===== src/rtl/led_mode_ctrl.sv =====
// LED pattern controller: a debounced 2-bit mode switch selects off, blink,
// shift or bounce patterns, stepped once per prescaler tick.
module led_mode_ctrl #(
    parameter int LED_NUM   = 8,
    parameter int TICK_DIV  = 1000,
    parameter int DEB_TICKS = 4
) (
    input  logic               clk,
    input  logic               rst,
    input  logic [1:0]         i_sw,
    output logic [LED_NUM-1:0] o_led,
    output logic [1:0]         o_mode,
    output logic               o_tick
);

    localparam int DIV_W = $clog2(TICK_DIV);
    localparam int DEB_W = (DEB_TICKS > 1) ? $clog2(DEB_TICKS) : 1;
    localparam logic [DIV_W-1:0] DIV_MAX = DIV_W'(TICK_DIV - 1);
    localparam logic [DEB_W-1:0] DEB_MAX = DEB_W'(DEB_TICKS - 1);

    typedef enum logic [1:0] {
        MODE_OFF    = 2'd0,
        MODE_BLINK  = 2'd1,
        MODE_SHIFT  = 2'd2,
        MODE_BOUNCE = 2'd3
    } mode_t;

    logic [DIV_W-1:0]   div_cnt_reg;
    logic [1:0]         sw_meta_reg;
    logic [1:0]         sw_s_reg;
    logic [1:0]         cand_reg;
    logic [DEB_W-1:0]   deb_cnt_reg, deb_cnt_next;
    mode_t              mode_reg, mode_next;
    logic [LED_NUM-1:0] led_reg, led_next;
    logic               dir_up_reg, dir_up_next;
    logic               tick;
    logic               load;
    logic [LED_NUM-1:0] bounce_step;

    assign tick        = (div_cnt_reg == DIV_MAX);
    assign bounce_step = dir_up_reg ? (led_reg << 1) : (led_reg >> 1);

    always_ff @(posedge clk) begin
        if (rst) begin
            div_cnt_reg <= '0;
            sw_meta_reg <= '0;
            sw_s_reg    <= '0;
            cand_reg    <= '0;
            deb_cnt_reg <= '0;
            mode_reg    <= MODE_OFF;
            led_reg     <= '0;
            dir_up_reg  <= 1'b1;
        end else begin
            div_cnt_reg <= tick ? '0 : div_cnt_reg + DIV_W'(1);
            sw_meta_reg <= i_sw;
            sw_s_reg    <= sw_meta_reg;
            cand_reg    <= sw_s_reg;
            deb_cnt_reg <= deb_cnt_next;
            mode_reg    <= mode_next;
            led_reg     <= led_next;
            dir_up_reg  <= dir_up_next;
        end
    end

    always_comb begin
        deb_cnt_next = deb_cnt_reg;
        mode_next    = mode_reg;
        led_next     = led_reg;
        dir_up_next  = dir_up_reg;
        load         = 1'b0;

        // A changing candidate restarts the stability window; an already
        // accepted candidate keeps the counter parked at zero.
        if (sw_s_reg != cand_reg) begin
            deb_cnt_next = '0;
        end else if (cand_reg == mode_reg) begin
            deb_cnt_next = '0;
        end else if (tick) begin
            if (deb_cnt_reg == DEB_MAX) begin
                load         = 1'b1;
                mode_next    = mode_t'(cand_reg);
                deb_cnt_next = '0;
            end else begin
                deb_cnt_next = deb_cnt_reg + DEB_W'(1);
            end
        end

        if (load) begin
            dir_up_next = 1'b1;
            case (mode_next)
                MODE_OFF:   led_next = '0;
                MODE_BLINK: led_next = '1;
                default:    led_next = LED_NUM'(1);
            endcase
        end else if (tick) begin
            case (mode_reg)
                MODE_OFF:   led_next = '0;
                MODE_BLINK: led_next = ~led_reg;
                MODE_SHIFT: led_next = {led_reg[LED_NUM-2:0], led_reg[LED_NUM-1]};
                default: begin
                    // Flip direction as soon as an end is reached so the
                    // end position is shown for exactly one tick.
                    led_next = bounce_step;
                    if (bounce_step[LED_NUM-1])
                        dir_up_next = 1'b0;
                    else if (bounce_step[0])
                        dir_up_next = 1'b1;
                end
            endcase
        end
    end

    assign o_led  = led_reg;
    assign o_mode = mode_reg;
    assign o_tick = tick;

endmodule

===== config.mk =====
export PLATFORM = sky130hd
export DESIGN_NAME = led_mode_ctrl
export DESIGN_NICKNAME = d
export VERILOG_FILES = /design/src/rtl/led_mode_ctrl.sv
export SDC_FILE = /design/constraint.sdc
export NUM_CORES = 1
export LEC_CHECK = 0
export CORE_ASPECT_RATIO = 0.9
export CORE_MARGIN = 2
export CORE_UTILIZATION = 50
export CTS_CLUSTER_DIAMETER = 60
export DETAILED_ROUTE_END_ITERATION = 6
export HOLD_SLACK_MARGIN = 0.08
export PLACE_DENSITY_LB_ADDON = 0.2
export REMOVE_ABC_BUFFERS = 1
export SETUP_SLACK_MARGIN = 0.3
export SYNTH_ARGS = -nofsm -noshare
export SYNTH_HDL_FRONTEND = slang
export SYNTH_SLANG_ARGS = --single-unit

===== constraint.sdc =====
create_clock -name clk -period 2.1 [get_ports clk]
set_clock_uncertainty 0.2 [all_clocks]
set_input_delay 0.315 -clock clk [delete_from_list [all_inputs] [get_ports clk]]
set_output_delay 0.315 -clock clk [all_outputs]
set_load 0.03 [all_outputs]

# Word-level counts from Yosys, hierarchy flattened
# Index checks and enable logic that the tools add are counted.
# totals
ff_bits	29
word_cells	44
# classes
reduce_logical	9
add_sub_neg	2
n_eq_ne	7
muxes	16
n_bitwise	2
# ops
cell	n
$mux W8	3
$pmux W8 S3	1
$pmux W8 S2	1
$add A10 B1 Y10 const B	1
$eq A10 B10 Y1 const B	1
$mux W2	5
$not A8 Y8	1
$mux W1	6
$reduce_or A3 Y1	2
$eq A2 B1 Y1 const B	2
$eq A2 B2 Y1 const B	2
$logic_not A2 Y1	2
$reduce_bool A2 Y1	2
$reduce_or A2 Y1	2
$reduce_and A3 Y1	1
$add A2 B1 Y2 const B	1
$eq A2 B2 Y1	1
$ne A2 B2 Y1	1
$not A1 Y1	1

# Depth between registers and ports, before layout
# logic_depth
word_depth	8
mapped_depth	7
ltp_nobuf	6

# Least setup slack after synthesis
# No wires, ideal clock.
# synth_timing
path_kind	reg2reg
startpoint	register mode_reg[0], in the netlist o_mode[0]
endpoint	register led_reg[2], in the netlist o_led[2]
t_arrival_ns	1.481
path_slack_ns	0.295
path_stages_with_launch	6
synth_period_minus_slack_ns	1.805
n_path_buf	1
path_cell_list	dfxtp_1 > nor2b_1 > buf_2 > mux2_2 > a21oi_1 > a211oi_2
# synth_between
elab_chain_len	7
# synth_lines
element	line	source
start: declaration	33	mode_t mode_reg, mode_next;
start signal: assignment	59	mode_reg <= mode_next;
$mux W2	79	if (deb_cnt_reg == DEB_MAX) begin
$mux W2	78	end else if (tick) begin
$mux W2	76	end else if (cand_reg == mode_reg) begin
$mux W2	74	if (sw_s_reg != cand_reg) begin
$eq A2 B1 Y1 or $logic_not A2 Y1 (tied branches)	90	case (mode_next)
$pmux W8 S2	90	
$mux W8	88	if (load) begin
end signal: assignment	60	led_reg <= led_next;
end: declaration	34	logic [LED_NUM-1:0] led_reg, led_next;
# Several ways; a longest one is shown, not always the timed one. The select of a mux whose other input is x is not followed.
# A chain may end at the register's enable or synchronous reset.

# Final worst setup path
# layout_timing
startpoint	register div_cnt_reg[1]
endpoint	output port o_tick
# layout_between
elab_chain_len	1
# layout_lines
element	line	source
start: declaration	28	logic [DIV_W-1:0] div_cnt_reg;
start signal: assignment	54	div_cnt_reg <= tick ? '0 : div_cnt_reg + DIV_W'(1);
$eq A10 B10 Y1	40	assign tick = (div_cnt_reg == DIV_MAX);
end: declaration	13	output logic o_tick
# Every way passes these cells.

==> results.tsv <==
stage	metric	value	unit
floorplanning	I/O pins	15	
detailed_routing	router iterations before antenna repair	4	
critical_path	Worst Path Arrival	1.45	ns
sta	crit share post-route	0.938	
sta	max_slew headroom	0.775	
synthesis	adder-cell share of the synthesized area	0.0180	
synthesis	cell area after synthesis	0.00139	mm^2
synthesis	Compound-Gate Fraction of Synth Area	0.152	
critical_path	crit start category	flop	
floorplanning	chip height	54.1	um
cts	total CTS buffers	5	
worst_hold_path	hold depth	1	
detailed_routing	antenna viol nets, final	0	
detailed_routing	First DRT Iteration DRCs	49	
final_layout	register area	591	um^2
grt	number of antenna violations at the first check in global routing	0	
sta	fin crit period	1.97	ns
placed_design	area of placed instances	0.00158	mm^2
placed_design	port buffer count	14	
grt	GRT Util Overall	0.189	
synthesis	Most used DFF post-synth	dfxtp_1	
final_layout	filler cell count	217	
grt	total grt overflow	0	
run_status	status	finished, final reports clean	
synthesis	multiplexer share of the synthesized area	0.0772	
detailed_routing	vias	1134	
final_layout	area of the multi-input gates	835	um^2
critical_path	Worst Setup End Kind	primary output	
cts	Clock Tree Root	clkbuf_4	
sta	RSZ-0062 raised after global routing	yes	
final_layout	post-route cell area	0.00176	mm^2
cts	Longest Clk Path Bufs	2	
power	leak pwr	0.000714	uW
worst_hold_path	HP Class	reg2reg	
critical_path	RR Startpoint	div_cnt_reg[1]	
detailed_routing	DRC errors left	0	
critical_path	number of cells on the worst reg-to-reg path	7	
critical_path	Critical Path Fanout Max	4	
synthesis	EDFF count, synth	0	
placed_design	DP Wirelength	1910	um
synthesis	post-synthesis sequential area ratio	0.417	
detailed_routing	final wirelength	2850	um
worst_hold_path	beginning of the worst hold path	div_cnt_reg[0]	
power	Max rail drop VDD	0.000405	V
synthesis	Avg Synthesized Cell Area	9.29	um^2
floorplanning	die area	0.00323	mm^2
sta	Fin. Hold Viols	0	
cts	Sinks on Clock Net	29	
grt	number of global-route vias before repair	968	
power	PD cells	540	mW/mm^2
floorplanning	FP Rows	18	
grt	first-pass GRT wire length	4390	um
floorplanning	core region area	0.00270	mm^2
synthesis	main combinational cell family by area after synthesis	simple AND/OR/NAND/NOR gates	
sta	final setup margin	0.130	ns
placed_design	worst slack, placed	0.118	ns
critical_path	reg2reg setup slack	0.33	ns
sta	Setup-failing EPs final	0	
synthesis	Synth Instances	150	
final_layout	flip-flop count of the largest register after layout	10	
synthesis	Synth cell types	35	
sta	Final Slew Violations	0	
final_layout	final net count	180	
final_layout	layout cells sized above 1	0.276	
synthesis	FF+latch count, synth	29	
final_layout	post-route insts no fill	204	
final_layout	most frequent cells in the layout	23 x dfxtp_1, 22 x nor2_1, 10 x dlygate4sd2_1	
final_layout	P&R area growth vs syn	26.5	%
final_layout	commonest non-fill, non-tap cell in the layout	dfxtp_1	
placed_design	# placed instances	192	
cts	clock latency at the later pin of the worst-skew pair	0.33	ns
cts	CTS Hold Buffers Added	0	
sta	FMAX	508	MHz
cts	clk slew on worst S/H paths	0.08	ns
synthesis	Warnings, synthesis	0	
critical_path	end of the worst register-to-register path	o_led[3]	
detailed_routing	vias per inst	5.56	
synthesis	Simple-Gate Fraction of Synth Area	0.238	
run	maxcap violations	0	
critical_path	Worst EP required	1.58	ns
final_layout	ANT cells	0	
detailed_routing	Routed wire per std cell	14.0	um
floorplanning	width of the die	59.7	um
synthesis	ys async rst share	0	
critical_path	CP Class	reg2out	
grt	largest net degree at the start of global routing	16	
cts	H-tree Lvls	2	
synthesis	Post-Synth XOR/XNOR Area	0.0628	
sta	Worst Tran Pin Value	0.337	ns
floorplanning	initial core utilization	0.516	
final_layout	final core occ	0.652	
sta	setup TNS	0	ns
cts	TritonCTS clock tree	built	
worst_hold_path	Hold EP	div_cnt_reg[0]	
placed_design	RePlAce Congestion	0.767	
-- power breakdown --
group	internal [uW]	leakage, uW	switching (uW)	total, uW
clock network	158	0.0000314	180	338
logic	24.0	0.000445	22.6	46.6
registers	558	0.000238	8.80	567
-- worst max-delay path by stage --
stage	startpoint	endpoint	slack, ns	cells past startpoint
after floorplan	div_cnt_reg[0]	o_led[1]	-0.41	5
after global placement	div_cnt_reg[0]	o_led[6]	0.15	6
after detailed placement	div_cnt_reg[0]	o_led[3]	0.12	6
after CTS	div_cnt_reg[0]	o_tick	0.09	5
after global routing	div_cnt_reg[1]	o_tick	0.05	5
final	div_cnt_reg[1]	o_tick	0.13	5
-- critical path, cell delays in order, from the launching register on --
cell and delay (ns):
dfxtp_2 0.36, ha_4 0.15, nand2_4 0.06, nor4_4 0.27
buf_6 0.16, buf_6 0.12
-- layout make-up --
class                   instances  area share
repair buffers                 25       0.139
well taps                      30      0.0213
clock buffers                   7      0.0312
multi-input cells             113       0.473
flip-flops and latches         29       0.335
-- repair_timing --
action                                  4_1_cts  5_1_grt
pin swaps                                     1        4
gates resized for setup                      18       15
endpoints found under the setup margin       22       14
buffers inserted                              2        2
gates cloned                                  0        1
-- per-stage QoR --
step / power [uW] / hold WS (ns)
2_1_floorplan: 597 / 0.184
3_3_place_gp: 615 / 0.234
3_5_place_dp: 617 / 0.239
4_1_cts: 951 / 0.259
5_1_grt: 989 / 0.269
6_report: 952 / 0.249
-- kinds of logic after synthesis --
kind of cell	after synthesis
DFF	29
and+or+nand+nor	64
xor gates and xnor gates	10
muxes	10
buffers and inverters	8
adders and majority gates	2
AOI/OAI and AO/OA	27
-- layer usage --
layer,GRT usage,vias up,share of wire
met5,0,-,0
met1,0.235,518,0.44
met3,0.0721,8,0.058
met4,0.0778,0,0.025
li1,-,580,-
met2,0.295,28,0.48
-- cell usage after synthesis, types with 2 or more instances --
cell type	number	share of area
nand2b_1	4	0.018
nor2b_1	7	0.031
nand3_1	5	0.018
a21oi_1	10	0.036
o2111ai_1	2	0.013
xor2_1	5	0.031
and2_1	2	0.0090
xnor2_1	5	0.031
a211oi_2	6	0.054
nand2_1	8	0.022
clkbuf_1	4	0.011
dfxtp_1	29	0.42
o21ai_0	2	0.0072
mux2i_1	4	0.029
buf_6	2	0.016
nor2_1	22	0.059
nor3_1	9	0.032
ha_1	2	0.018
mux2_2	6	0.048
Note: power is estimated with default switching activity, not from simulation.
